## src/rtl/matrix_input_loader_pkg.sv

```systemverilog
// loader_pkg: FSM state encoding and stream/line sizing helpers for matrix_input_loader.
package loader_pkg;
  typedef enum logic [2:0] {IDLE, LOAD, FLUSH, START, WAIT_RDY, RUN} state_t;
  function automatic int wpl(input int mem_port_width, input int word_size);
    return mem_port_width / word_size;
  endfunction
  function automatic int total(input int rows, input int cols);
    return 2 * rows * cols;
  endfunction
  function automatic int lines(input int words, input int per_line);
    return (words + per_line - 1) / per_line;
  endfunction
endpackage

```

## src/rtl/matrix_input_loader_if.sv

```systemverilog
// matrix_input_loader_if: host word stream plus input-RAM write port.
interface matrix_input_loader_if #(parameter int WORD_SIZE = 8, parameter int MEM_PORT_WIDTH = 32);
  logic [WORD_SIZE-1:0] s_data;
  logic s_valid;
  logic s_ready;
  logic [31:0] mem_addr;
  logic [MEM_PORT_WIDTH-1:0] mem_wr_data;
  logic mem_wr_en;
  modport master(output s_data, s_valid, input s_ready, mem_addr, mem_wr_data, mem_wr_en);
  modport slave(input s_data, s_valid, output s_ready, mem_addr, mem_wr_data, mem_wr_en);
endinterface

```

## src/rtl/matrix_input_loader_word_line_packer.sv

```systemverilog
// word_line_packer: places words LSB-first into a RAM line and emits it when full or flushed.
module word_line_packer import loader_pkg::*; #(
  parameter int WORD_SIZE = 8,
  parameter int MEM_PORT_WIDTH = 32,
  localparam int WPL = wpl(MEM_PORT_WIDTH, WORD_SIZE),
  localparam int CW = $clog2(WPL + 1)
) (
  input logic clk,
  input logic rst,
  input logic [WORD_SIZE-1:0] word,
  input logic shift,
  input logic flush,
  input logic clear,
  output logic [MEM_PORT_WIDTH-1:0] line,
  output logic line_valid,
  output logic [CW-1:0] slots
);
  logic [MEM_PORT_WIDTH-1:0] pack, fill;
  logic emit;
  always_comb begin
    fill = pack;
    for (int i = 0; i < WPL; i++)
      if (slots == CW'(i)) fill[i*WORD_SIZE +: WORD_SIZE] = word;
  end
  assign emit = shift && (flush || slots == CW'(WPL - 1));
  always_ff @(posedge clk or posedge rst)
    if (rst) begin
      pack <= '0;
      slots <= '0;
      line <= '0;
      line_valid <= 1'b0;
    end else begin
      line_valid <= emit;
      if (emit) line <= fill;
      if (clear) begin
        pack <= '0;
        slots <= '0;
      end else if (shift) begin
        pack <= emit ? '0 : fill;
        slots <= emit ? '0 : slots + 1'b1;
      end
    end
endmodule

```

## src/rtl/matrix_input_loader.sv

```systemverilog
// matrix_input_loader: packs the host operand stream into input RAM, then sequences the matmul start.
// Define LOADER_CHECKSUM_EN to add an XOR checksum of the accepted words.
module matrix_input_loader import loader_pkg::*; #(
  parameter int ROWS = 4,
  parameter int COLS = 4,
  parameter int WORD_SIZE = 8,
  parameter int MEM_PORT_WIDTH = 32,
  parameter logic [31:0] BASE_ADDR = '0
) (
  input logic clk,
  input logic rst,
  input logic load_start,
  input logic fsm_rdy,
  input logic matmul_done,
  matrix_input_loader_if.slave bus,
  output logic inputs_rdy,
  output logic start_fsm,
  output logic start_matmul,
  output logic loader_busy,
  output logic err_overrun
`ifdef LOADER_CHECKSUM_EN
  ,
  output logic [WORD_SIZE-1:0] checksum,
  output logic checksum_valid
`endif
);
  localparam int TOTAL = total(ROWS, COLS);
  localparam int WPL = wpl(MEM_PORT_WIDTH, WORD_SIZE);
  localparam int CW = $clog2(WPL + 1);
  localparam int NW = $clog2(TOTAL + 1);
  state_t st, nxt;
  logic [NW-1:0] wcnt;
  logic [CW-1:0] slots;
  logic [31:0] addr;
  logic [MEM_PORT_WIDTH-1:0] line;
  logic go, hs, last, lv;
  assign go = load_start && st == IDLE;
  assign hs = bus.s_valid && st == LOAD;
  assign last = hs && wcnt == NW'(TOTAL - 1);
  assign bus.s_ready = st == LOAD;
  assign bus.mem_addr = addr;
  assign bus.mem_wr_data = line;
  assign bus.mem_wr_en = lv;
  assign start_fsm = st == START;
  assign loader_busy = st != IDLE;
  word_line_packer #(.WORD_SIZE(WORD_SIZE), .MEM_PORT_WIDTH(MEM_PORT_WIDTH)) u_pack (
    .clk(clk), .rst(rst), .word(bus.s_data), .shift(hs), .flush(last), .clear(go),
    .line(line), .line_valid(lv), .slots(slots)
  );
  always_comb begin
    nxt = st;
    case (st)
      IDLE:     if (load_start) nxt = LOAD;
      // a last word landing in the final slot completes the line itself; otherwise pad it out
      LOAD:     if (last) nxt = (slots == CW'(WPL - 1)) ? START : FLUSH;
      FLUSH:    nxt = START;
      START:    nxt = WAIT_RDY;
      WAIT_RDY: if (fsm_rdy) nxt = RUN;
      RUN:      if (matmul_done) nxt = IDLE;
      default:  nxt = IDLE;
    endcase
  end
  always_ff @(posedge clk or posedge rst)
    if (rst) begin
      st <= IDLE;
      wcnt <= '0;
      addr <= BASE_ADDR;
      inputs_rdy <= 1'b0;
      start_matmul <= 1'b0;
      err_overrun <= 1'b0;
    end else begin
      st <= nxt;
      wcnt <= go ? '0 : wcnt + NW'(hs);
      addr <= go ? BASE_ADDR : addr + 32'(lv);
      inputs_rdy <= go ? 1'b0 : inputs_rdy | (nxt == START);
      start_matmul <= st == WAIT_RDY && fsm_rdy;
      err_overrun <= err_overrun | (load_start && st != IDLE);
    end
`ifdef LOADER_CHECKSUM_EN
  always_ff @(posedge clk or posedge rst)
    if (rst) begin
      checksum <= '0;
      checksum_valid <= 1'b0;
    end else begin
      checksum <= go ? '0 : hs ? checksum ^ bus.s_data : checksum;
      checksum_valid <= go ? 1'b0 : checksum_valid | (nxt == START);
    end
`endif
endmodule

```

## src/flat_wrapper.sv

```systemverilog
// flat-port wrapper written by rule: the top's interface ports become plain ports
module matrix_input_loader_flat import loader_pkg::*;
#(
  parameter int ROWS = 4,
  parameter int COLS = 4,
  parameter int WORD_SIZE = 8,
  parameter int MEM_PORT_WIDTH = 32,
  parameter logic [31:0] BASE_ADDR = '0
)
  (clk, rst, load_start, fsm_rdy, matmul_done, inputs_rdy, start_fsm, start_matmul, loader_busy, err_overrun, bus_s_data, bus_s_valid, bus_s_ready, bus_mem_addr, bus_mem_wr_data, bus_mem_wr_en);
  matrix_input_loader_if #(.WORD_SIZE(WORD_SIZE), .MEM_PORT_WIDTH(MEM_PORT_WIDTH)) bus_i ();
  input logic clk;
  input logic rst;
  input logic load_start;
  input logic fsm_rdy;
  input logic matmul_done;
  output logic inputs_rdy;
  output logic start_fsm;
  output logic start_matmul;
  output logic loader_busy;
  output logic err_overrun;
  input wire logic [$bits(bus_i.s_data)-1:0] bus_s_data;
  input wire logic [$bits(bus_i.s_valid)-1:0] bus_s_valid;
  output wire logic [$bits(bus_i.s_ready)-1:0] bus_s_ready;
  output wire logic [$bits(bus_i.mem_addr)-1:0] bus_mem_addr;
  output wire logic [$bits(bus_i.mem_wr_data)-1:0] bus_mem_wr_data;
  output wire logic [$bits(bus_i.mem_wr_en)-1:0] bus_mem_wr_en;
  assign bus_i.s_data = bus_s_data;
  assign bus_i.s_valid = bus_s_valid;
  assign bus_s_ready = bus_i.s_ready;
  assign bus_mem_addr = bus_i.mem_addr;
  assign bus_mem_wr_data = bus_i.mem_wr_data;
  assign bus_mem_wr_en = bus_i.mem_wr_en;
  matrix_input_loader #(.ROWS(ROWS), .COLS(COLS), .WORD_SIZE(WORD_SIZE), .MEM_PORT_WIDTH(MEM_PORT_WIDTH), .BASE_ADDR(BASE_ADDR)) u_core (.clk(clk), .rst(rst), .load_start(load_start), .fsm_rdy(fsm_rdy), .matmul_done(matmul_done), .bus(bus_i), .inputs_rdy(inputs_rdy), .start_fsm(start_fsm), .start_matmul(start_matmul), .loader_busy(loader_busy), .err_overrun(err_overrun));
endmodule
```

## config.mk

```make
export PLATFORM = sky130hd
export DESIGN_NAME = matrix_input_loader_flat
export DESIGN_NICKNAME = d
export VERILOG_FILES = /design/src/rtl/matrix_input_loader_pkg.sv /design/src/rtl/matrix_input_loader_if.sv /design/src/rtl/matrix_input_loader_word_line_packer.sv /design/src/rtl/matrix_input_loader.sv /design/src/flat_wrapper.sv
export SDC_FILE = /design/constraint.sdc
export NUM_CORES = 1
export LEC_CHECK = 0
export ABC_AREA = 1
export CELL_PAD_IN_SITES_DETAIL_PLACEMENT = 1
export CELL_PAD_IN_SITES_GLOBAL_PLACEMENT = 2
export CORE_AREA = 5 5 128 130
export CTS_CLUSTER_DIAMETER = 100
export DETAILED_ROUTE_END_ITERATION = 12
export DIE_AREA = 0 0 133 135
export DONT_BUFFER_PORTS = 1
export HOLD_SLACK_MARGIN = 0.02
export PLACE_DENSITY_LB_ADDON = 0.15
export SYNTH_ARGS = -nofsm -noshare
export SYNTH_HDL_FRONTEND = slang
export SYNTH_SLANG_ARGS = --single-unit
export TNS_END_PERCENT = 5
```

## constraint.sdc

```tcl
create_clock -name clk -period 3.76 [get_ports clk]
set_input_delay 0.188 -clock clk [delete_from_list [all_inputs] [get_ports clk]]
set_output_delay 0.188 -clock clk [all_outputs]
set_load 0.02 [all_outputs]
```

==> results.sh <==
export IMPL_status="complete, no violations"
export IMPL_min_delay_worst_endpoint="u_core.st[2]"
export IMPL_maxCapViolCount=0
export IMPL_use_met3_pct=2.87
export IMPL_worstRegToRegCells=7
export IMPL_cts_tree="yes"
export IMPL_rsz0062_at_grt="false"
export IMPL_drive_gt1_share_pct=6.54
export IMPL_critical_path_arrival_ps=2830
export IMPL_p_per_area_mw_per_mm2=726
export IMPL_post_cts_resized=0
export IMPL_path_class="register to register"
export IMPL_placedInstanceArea_mm2=0.00561
export IMPL_ir_worst_vdd_mv=0.367
export IMPL_dp_hpwl_mm=11.2
export IMPL_critPathMaxFanout=43
export IMPL_finalSetupTns_ps=0
export IMPL_path_clk_slew_ps=70
export IMPL_hp_start="matmul_done"
export IMPL_synth_area_top_cells="dfrtp_1, nand2_1, nor2_1"
export IMPL_hold_depth=3
export IMPL_seq_area_frac_synth_pct=51.2
export IMPL_final_cell_area_mm2=0.00594
export IMPL_ys_ff_latch=112
export IMPL_grt_pass1_vias=4744
export IMPL_nets=706
export IMPL_period_needed_ps=2550
export IMPL_slew_viol_final=0
export IMPL_fmax_ghz=0.393
export IMPL_syn2layout_area_growth_pct=8.58
export IMPL_overflow=0
export IMPL_rr_endpoint="u_core.u_pack.line[9]"
export IMPL_min_path_type="primary input to register"
export IMPL_skew_ps=9.52
export IMPL_slew_headroom_pct=46.7
export IMPL_vias_per_cell=5.04
export IMPL_wl_per_cell_um=17.3
export IMPL_drcViolationCount=0
export IMPL_cp_required_ps=4040
export IMPL_grt_max_degree=61
export IMPL_met2_usage_pct=31.9
export IMPL_core_area_mm2=0.0150
export IMPL_rr_startpoint="u_core.u_pack.slots[0]"
export IMPL_final_core_util_pct=39.5
export IMPL_syn_area_per_cell_um2=7.94
export IMPL_cts_inserted_buffers=9
export IMPL_cts_hold_buf=3
export IMPL_critPathLaunchType="register"
export IMPL_first_pass_iters=4
export IMPL_synth_warnings=0
export IMPL_place_gp_congestion=0.786
export IMPL_ant_nets=0
export IMPL_hold_violations=0
export IMPL_hold_ws_ps=58.3
export IMPL_port_buffers=0
export IMPL_synthDistinctLibCells=30
export IMPL_worst_slew_pin_slew_ps=799
export IMPL_cts_setup_buffers=0
export IMPL_power_leakage_nw=2.67
export IMPL_drt_initial_drc_count=167
export IMPL_die_w_um=133
export IMPL_crit_start="u_core.u_pack.slots[0]"
export IMPL_yosys_area_top_type="dfrtp_1"
export IMPL_grt_busiest_layer="met2"
export IMPL_r2r_setup_slack_ps=1210
export IMPL_pin_count=85
export IMPL_cts_sinks=112
export IMPL_wl_mm=15.1
export IMPL_fp_dieH_um=135
export IMPL_setup_violations=0
export IMPL_cts_root_buf="clkbuf_16"
export IMPL_syn_num_nets=712
export IMPL_use_met1_pct=21.5
export IMPL_antenna_cells=0
export IMPL_num_vias=4415
export IMPL_die_area_mm2=0.0180
export IMPL_yosysTopAreaCellShare_pct=51.2
export IMPL_p_total_w=0.00431
export IMPL_grt_pass1_wl_mm=25.2
export IMPL_track_usage_pct=17.7
export IMPL_synthCells=689
export IMPL_synth_area_mm2=0.00547
export IMPL_clockBufferDepth=2
export IMPL_fill_cells=1859
export IMPL_htree_levels=3
export IMPL_rows=45
export IMPL_clkLatencyLatePin_ps=350
export IMPL_initial_core_util_pct=36.4
export IMPL_final_period_utilization_pct=67.8
export IMPL_cp_end_kind="register"
export IMPL_antenna_found_initial=0
## layer usage
metal | share of wire [%] | vias up
li1 | - | 2176
met1 | 43 | 2160
met2 | 52 | 65
met3 | 4.1 | 14
met4 | 1.6 | 0
met5 | 0 | -
## cells in the mapped netlist (all sizes together)
library cell	instances
xor2	5
ha	9
nor3	19
a21o	1
a31o	1
nand2	133
inv	90
dfrtp	112
nand3b	1
and2	1
o21ai	58
o22ai	1
or2	1
nor3b	1
nand3	46
a21oi	58
clkbuf	11
buf	13
xnor2	1
nor2	122
nand4	5
## how the worst max path moves through the flow
stage / slack, ps / cells after the start / end
6_report: 1210 / 7 / u_core.u_pack.line[9]
5_1_grt: 860 / 7 / u_core.u_pack.line[12]
4_1_cts: 1150 / 7 / u_core.u_pack.line[22]
3_5_place_dp: 1160 / 7 / u_core.u_pack.line[22]
3_3_place_gp: 1300 / 7 / u_core.u_pack.line[0]
2_1_floorplan: 610 / 1 / u_core.bus.mem_addr[0]
## power by group
group	leakage, nW	switching [W]	internal, W
logic	1.07	0.000801	0.000377
clock network	0.150	0.000443	0.000553
registers	1.45	0.000547	0.00159
## cell usage in the layout (no fill, tap or decap), types with 2 or more instances in the layout
master and instances:
xor2_1 5, clkbuf_1 2, nand3_1 45, nand4_1 5, o21ai_1 24, dlygate4sd3_1 3, a21oi_1 48, nor2_1 116
buf_4 4, clkbuf_16 9, nor3_1 17, inv_1 84, clkinv_2 2, o21ai_0 34, clkbuf_8 2, a21oi_2 9
inv_2 5, nand2_1 133, nor2_2 3, nor3_2 2, dfrtp_1 112, nor2_4 3, ha_1 9
## registers in the layout, summed over array words and instances, names as in the netlist, 3 cells and up
register             flops
u_core.u_pack.line      32
u_core.bus.mem_addr     32
u_core.u_pack.slots      3
u_core.u_pack.pack      32
u_core.wcnt              6
u_core.st                3
## cell type report
cell class,count,area (um2),area share [%]
Inverter,90,340,5.73
Clock inverter,3,40.0,0.674
Clock buffer,13,260,4.38
Timing Repair Buffer,7,60.1,1.01
Multi-Input combinational cell,463,2200,37.0
Tap cell,188,235,3.96
Sequential cell,112,2800,47.2
## kinds of logic (layout without fill, tap and decap cells)
logic type	Yosys count	count (layout)	synth area share, %
buffers and inverters	114	113	8.67
and+or+nand+nor	329	329	25.3
adders and majority gates	9	9	2.06
AOI/OAI and AO/OA	119	119	11.7
xor gates and xnor gates	6	6	0.961
DFF	112	112	51.2
## worst max-delay path: stages (launching register included)
cell and delay [ps]:
dfrtp_1 370, ha_1 150, ha_1 490, inv_1 190
a21oi_4 530, buf_4 500, nor2_1 80, a21oi_1 130
## metrics by stage
stage	std cells	setup slack [ps]
after CTS	876	1150
final	876	1210
after floorplan	689	613
after global placement	857	1300
after detailed placement	857	1160
after global routing	876	864
Note: power is estimated with default switching activity, not from simulation.
